--- src/rtl/stats_reader_pkg.sv ---
// Shared constants and state encoding for the stats FIFO reader.
// Build option STATS_READER_HEADER_EN prefixes each record with one header beat.
package stats_reader_pkg;

    localparam int unsigned DEF_RECORD_WIDTH = 448;
    localparam int unsigned DEF_WORD_WIDTH   = 32;
    localparam int unsigned WORDS            = DEF_RECORD_WIDTH / DEF_WORD_WIDTH;
    localparam int unsigned IDX_W            = $clog2(WORDS + 1);

    localparam int unsigned HDR_SEQ_W = 16;
    localparam int unsigned HDR_CNT_W = 16;

`ifdef STATS_READER_HEADER_EN
    localparam int unsigned HDR_BEATS = 1;
`else
    localparam int unsigned HDR_BEATS = 0;
`endif

    typedef logic [1:0] state_t;

    localparam state_t S_IDLE = 2'd0;
    localparam state_t S_POP  = 2'd1;
    localparam state_t S_WAIT = 2'd2;
    localparam state_t S_SEND = 2'd3;

endpackage

--- src/rtl/stats_word_shifter.sv ---
// Record holding register: parallel load of a full record, shifts right one word per advance.
// The low word is the word currently presented on the stream.
module stats_word_shifter
    import stats_reader_pkg::*;
#(
    parameter int unsigned RECORD_WIDTH = DEF_RECORD_WIDTH,
    parameter int unsigned WORD_WIDTH   = DEF_WORD_WIDTH
) (
    input  logic                    i_clk,
    input  logic                    i_rst_n,
    input  logic                    i_load,
    input  logic [RECORD_WIDTH-1:0] i_data,
    input  logic                    i_advance,
    output logic [WORD_WIDTH-1:0]   o_word
);

    logic [RECORD_WIDTH-1:0] r_shift;

    always_ff @(posedge i_clk or negedge i_rst_n) begin
        if (!i_rst_n) begin
            r_shift <= '0;
        end else if (i_load) begin
            r_shift <= i_data;
        end else if (i_advance) begin
            r_shift <= r_shift >> WORD_WIDTH;
        end
    end

    assign o_word = r_shift[WORD_WIDTH-1:0];

endmodule

--- src/rtl/stats_fifo_reader.sv ---
// Drains 448-bit stats records from a standard-mode FIFO onto an AXI-Stream master, LSB word first.
// Build option STATS_READER_HEADER_EN adds a {sequence, word count} header beat per record.
module stats_fifo_reader
    import stats_reader_pkg::*;
#(
    parameter int unsigned RECORD_WIDTH = DEF_RECORD_WIDTH,
    parameter int unsigned WORD_WIDTH   = DEF_WORD_WIDTH
) (
    input  logic                    i_clk,
    input  logic                    i_rst_n,
    input  logic                    i_enable,
    input  logic                    i_fifo_empty,
    output logic                    o_fifo_rd_en,
    input  logic                    i_fifo_valid,
    input  logic [RECORD_WIDTH-1:0] i_fifo_dout,
    output logic [WORD_WIDTH-1:0]   o_m_axis_tdata,
    output logic                    o_m_axis_tvalid,
    input  logic                    i_m_axis_tready,
    output logic                    o_m_axis_tlast,
    output logic                    o_busy,
    output logic [31:0]             o_records_sent
);

    localparam int unsigned LP_WORDS = RECORD_WIDTH / WORD_WIDTH;
    localparam int unsigned LP_IDX_W = $clog2(LP_WORDS + 1);
    localparam int unsigned LP_BEATS = LP_WORDS + HDR_BEATS;
    localparam logic [LP_IDX_W-1:0] LP_LAST_IDX = LP_IDX_W'(LP_BEATS - 1);

    state_t                r_state;
    state_t                w_state_d;
    logic [LP_IDX_W-1:0]   r_idx;
    logic [31:0]           r_records;
    logic                  w_can_pop;
    logic                  w_beat;
    logic                  w_last;
    logic                  w_load;
    logic                  w_rd_en;
    logic                  w_advance;
    logic [WORD_WIDTH-1:0] w_word;

    assign w_can_pop = i_enable && !i_fifo_empty;
    assign w_beat    = (r_state == S_SEND) && i_m_axis_tready;
    assign w_last    = (r_idx == LP_LAST_IDX);

    // The strobe is issued from IDLE or on the accepted last beat, so it never overlaps POP/WAIT.
    always_comb begin
        w_state_d = r_state;
        w_rd_en   = 1'b0;
        w_load    = 1'b0;
        case (r_state)
            S_IDLE: begin
                if (w_can_pop) begin
                    w_rd_en   = 1'b1;
                    w_state_d = S_POP;
                end
            end
            S_POP: w_state_d = S_WAIT;
            S_WAIT: begin
                if (i_fifo_valid) begin
                    w_load    = 1'b1;
                    w_state_d = S_SEND;
                end
            end
            S_SEND: begin
                if (w_beat && w_last) begin
                    if (w_can_pop) begin
                        w_rd_en   = 1'b1;
                        w_state_d = S_POP;
                    end else begin
                        w_state_d = S_IDLE;
                    end
                end
            end
            default: w_state_d = S_IDLE;
        endcase
    end

    always_ff @(posedge i_clk or negedge i_rst_n) begin
        if (!i_rst_n) begin
            r_state   <= S_IDLE;
            r_idx     <= '0;
            r_records <= '0;
        end else begin
            r_state <= w_state_d;
            if (w_load) begin
                r_idx <= '0;
            end else if (w_beat) begin
                r_idx <= w_last ? '0 : r_idx + LP_IDX_W'(1);
            end
            if (w_beat && w_last) begin
                r_records <= r_records + 32'd1;
            end
        end
    end

`ifdef STATS_READER_HEADER_EN
    localparam logic [HDR_CNT_W-1:0] LP_HDR_CNT = HDR_CNT_W'(LP_WORDS);

    logic [HDR_SEQ_W-1:0]  r_seq;
    logic                  w_hdr_beat;
    logic [WORD_WIDTH-1:0] w_header;

    always_ff @(posedge i_clk or negedge i_rst_n) begin
        if (!i_rst_n) begin
            r_seq <= '0;
        end else if (w_beat && w_last) begin
            r_seq <= r_seq + HDR_SEQ_W'(1);
        end
    end

    // Beat 0 is the header; the shifter only advances on data beats.
    assign w_hdr_beat     = (r_state == S_SEND) && (r_idx == '0);
    assign w_header       = WORD_WIDTH'({r_seq, LP_HDR_CNT});
    assign w_advance      = w_beat && !w_hdr_beat;
    assign o_m_axis_tdata = w_hdr_beat ? w_header : w_word;
`else
    assign w_advance      = w_beat;
    assign o_m_axis_tdata = w_word;
`endif

    stats_word_shifter #(
        .RECORD_WIDTH (RECORD_WIDTH),
        .WORD_WIDTH   (WORD_WIDTH)
    ) u_shifter (
        .i_clk     (i_clk),
        .i_rst_n   (i_rst_n),
        .i_load    (w_load),
        .i_data    (i_fifo_dout),
        .i_advance (w_advance),
        .o_word    (w_word)
    );

    assign o_fifo_rd_en    = w_rd_en;
    assign o_m_axis_tvalid = (r_state == S_SEND);
    assign o_m_axis_tlast  = (r_state == S_SEND) && w_last;
    assign o_busy          = (r_state != S_IDLE);
    assign o_records_sent  = r_records;

endmodule

--- config.mk ---
export PLATFORM = sky130hd
export DESIGN_NAME = stats_fifo_reader
export DESIGN_NICKNAME = d
export VERILOG_FILES = /design/src/rtl/stats_reader_pkg.sv /design/src/rtl/stats_word_shifter.sv /design/src/rtl/stats_fifo_reader.sv
export SDC_FILE = /design/constraint.sdc
export NUM_CORES = 1
export LEC_CHECK = 0
export CAP_MARGIN = 20
export CORE_MARGIN = 2
export CORE_UTILIZATION = 35
export DETAILED_ROUTE_END_ITERATION = 8
export GPL_TIMING_DRIVEN = 0
export SYNTH_ARGS = -nofsm -noshare
export SYNTH_HDL_FRONTEND = slang
export SYNTH_HIERARCHICAL = 1
export SYNTH_SLANG_ARGS = --single-unit
--- constraint.sdc ---
create_clock -name i_clk -period 2.38 [get_ports i_clk]
set_input_delay 0.476 -clock i_clk [delete_from_list [all_inputs] [get_ports i_clk]]
set_output_delay 0.476 -clock i_clk [all_outputs]
set_load 0.01 [all_outputs]
==> out/results.txt <==
Setup slack after layout -> 0.0194 ns
Cells after Synth -> 2156
Outcome -> complete, but fails checks
DRC -> 0
Xor and xnor area share after synthesis -> 1.21%
DRT Pass-1 Iters -> 5
Commonest cells post-synth -> dfrtp_1 (486), nand2_1 (461), mux2i_1 (416)
Fin. max-slew vios -> 0
Post-Place Setup Slack -> -0.712 ns
Worst r2r src -> r_idx[1]
Syn nets -> 2617
Post-synth top flop -> dfrtp_1
Most Crowded Layer GR -> met2
Num rows -> 94
Ys Warns -> 6
Gr ovfl total -> 0
Initial antenna violation count -> 28
Hold Path Class -> primary input to asynchronous set/reset pin
First-pass GRT wire length -> 119000 microns
Yosys top cell area share -> 52.8%
Worst-Skew Late Latency -> 0.63 ns
Async set or reset register ratio after synthesis -> 100%
Actual slew at the worst max-slew pin -> 0.839 ns
Sequential area share after synthesis -> 52.8%
Core Area -> 65500 sq um
M1 GR Usage -> 29.9%
Detail Route Antenna Nets -> 0
# setup viols final -> 0
Beginning of the critical path -> r_idx[1]
Synth Area in Compound Gates -> 10.1%
Clock slew at reported path FFs -> 0.06 ns
Vias per cell -> 5.00
Met2 usage -> 39.8%
CP Data Arrival Time -> 1.88 ns
Post-Synth Simple-Gate Area -> 10.1%
Initial DRC Count -> 1231
Mean Syn Cell Area -> 10.7 sq um
Hold Violations, Final -> 81
Critical path, cell by cell -> inv_1 -> ha_2 -> and3_4 -> nand2_4 -> a211oi_2 -> buf_2
Number of enable flip-flop cells after synthesis -> 0
Library cells used by synthesis -> 39
Clk buf depth -> 3
Fill count -> 5930
Yosys reg bits -> 486
CP startpoint kind -> register
Largest family of logic cells by synthesized area -> multiplexers
Starting Density -> 35.2%
Worst hold margin -> -0.134 ns
DIE AREA -> 67900 sq um
DR WL/cell -> 22.1 microns
Post-synth top area cell -> dfrtp_1
Vias in the first global route -> 18.9k
DR vias -> 18.3k
CTS tree -> yes
Critical path class -> register to primary output
Share of cells above drive strength 1 -> 10.6%
Synth Area in Adders -> 0.380%
Min Tclk post-route -> 2.36 ns
Clock Sinks -> 486
Max Cap Viol -> 0
Final setup TNS -> 0 ns
Port-buffer cells -> 521
Die Y -> 261 microns
WP data required -> 1.90 ns
Critical Path Sink Type -> primary output
Final period util -> 99.2%
Mux cell area share after synthesis -> 18.2%
Top post-synthesis cells by area -> dfrtp_1 (53%), mux2i_1 (18%), o21ai_1 (8.4%)
Clock Root Buffer -> clkbuf_16
Clock skew -> 0.0391 ns
Power density cells -> 1140 nW/um^2
Max Clk Rate -> 0.424 GHz
Largest net degree at the start of global routing -> 119
Area growth, synth to finish -> 36.9%
RSZ-0062 raised after global routing -> true
Worst VDD drop -> 520 uV
Routability congestion estimate -> 0.873
Cell Area, Synth -> 23000 sq um
H-tree level count -> 2
Most common cell in the synthesized netlist -> dfrtp_1
DP HPWL -> 64400 microns
# nets final -> 3205
Ports -> 522
Routed WL -> 81100 microns
Total Routing Usage GR -> 23.4%
Cell leakage power -> 0.0129 uW
Relative slew slack -> 43.6%
Worst path slowest cell -> dfrtp_1
Number of CTS-inserted buffers -> 56
Violated checks -> hold timing
Die width -> 261 microns
GRT met3 Usage -> 5.01%
Crit path largest cell delay -> 0.38 ns
CP max FO -> 4
[critical path: cells and delay by family, from the launching register on]
| kind | cells | cell delay (ns) |
|---|---|---|
| buf+inv | 2 | 0.24 |
| compound gates | 1 | 0.19 |
| simple gates | 2 | 0.28 |
| fa+ha+maj | 1 | 0.18 |
| flops | 1 | 0.38 |
[report_power, final]
part / total [uW] / internal (uW) / switching, uW
registers: 14600 / 11800 / 2720
logic: 12500 / 6260 / 6240
clock network: 9030 / 5410 / 3620
total: 36100 / 23500 / 12600
[flip-flops by register name, indices dropped and copies added, names as in the netlist]
| name | cells |
|---|---|
| o_records_sent | 32 |
| r_state | 2 |
| u_shifter/r_shift | 448 |
| r_idx | 4 |
[worst paths after layout]
path	end	slack [ns]	cells past startpoint
setup / recovery	o_fifo_rd_en	0.02	6
hold / removal	u_shifter/r_shift[15]	-0.13	1
setup reg to reg	o_records_sent[31]	0.13	7
hold reg to reg	o_records_sent[5]	0.49	1
max in group asynchronous	u_shifter/r_shift[430]	0.65	4
min in group i_clk	u_shifter/r_shift[283]	0.39	3
[through the flow]
stage / instance area [sq um] / cells / utilization (%) / total power, uW
6_report: 31600 / 3664 / 48.2 / 36100
5_1_grt: 31500 / 3662 / 48.2 / 38200
4_1_cts: 31500 / 3653 / 48.1 / 36400
3_5_place_dp: 29500 / 3545 / 45.0 / 27100
3_3_place_gp: 29300 / 3541 / 44.8 / 26700
2_1_floorplan: 23000 / 2156 / - / 22100
[cells by family (layout without fill, tap and decap cells)]
kind of cell | after synthesis | count (layout)
AO/OA/AOI/OAI | 460 | 460
XOR/XNOR | 31 | 31
adder cells (fa/ha/maj) | 7 | 7
buffers and inverters | 196 | 832
flip-flops | 486 | 486
multiplexers | 418 | 418
other | 0 | 8
AND/OR/NAND/NOR | 558 | 558
[cells in the final DEF, fill, tap and decap left out, types with 8 or more instances in the layout]
master	Yosys	routed
buf_2	84	82
nand2_1	461	459
buf_4	35	42
clkbuf_16	0	56
xor2_1	11	11
nand3_1	11	11
nor3_1	8	8
clkdlybuf4s50_1	0	517
nand4_1	9	9
inv_1	9	8
clkbuf_8	0	17
diode_2	0	8
buf_12	42	42
clkbuf_1	23	24
xnor2_1	19	19
clkinv_2	0	18
o21ai_0	61	61
o21ai_1	389	389
dfrtp_1	486	486
mux2i_1	416	416
nand2b_1	33	33
[what timing repair did]
action                                  CTS  global route
pin swaps                                 0             1
buffers inserted                          4             3
endpoints found under the hold margin    81            81
gates resized for setup                  16            11
endpoints found under the setup margin  452            33
[layer usage]
| layer | up-vias | part of all wire, % |
|---|---|---|
| li1 | 8585 | - |
| met1 | 9038 | 42 |
| met2 | 523 | 49 |
| met3 | 136 | 6.0 |
| met4 | 40 | 2.4 |
| met5 | - | 0.31 |
[layout make-up]
class | instances | area [sq um] | share of cell area [%]
sequential | 486 | 12200 | 38.5
buffer | 185 | 1650 | 5.23
tap | 864 | 1080 | 3.43
multi-input combinational | 1474 | 9250 | 29.3
antenna | 8 | 20.0 | 0.0634
inverter | 9 | 36.3 | 0.115
clock buffer | 76 | 1650 | 5.22
timing repair buffer | 532 | 5370 | 17.0
clock inverter | 30 | 338 | 1.07
No activity file was read; power rests on OpenSTA's default activity.
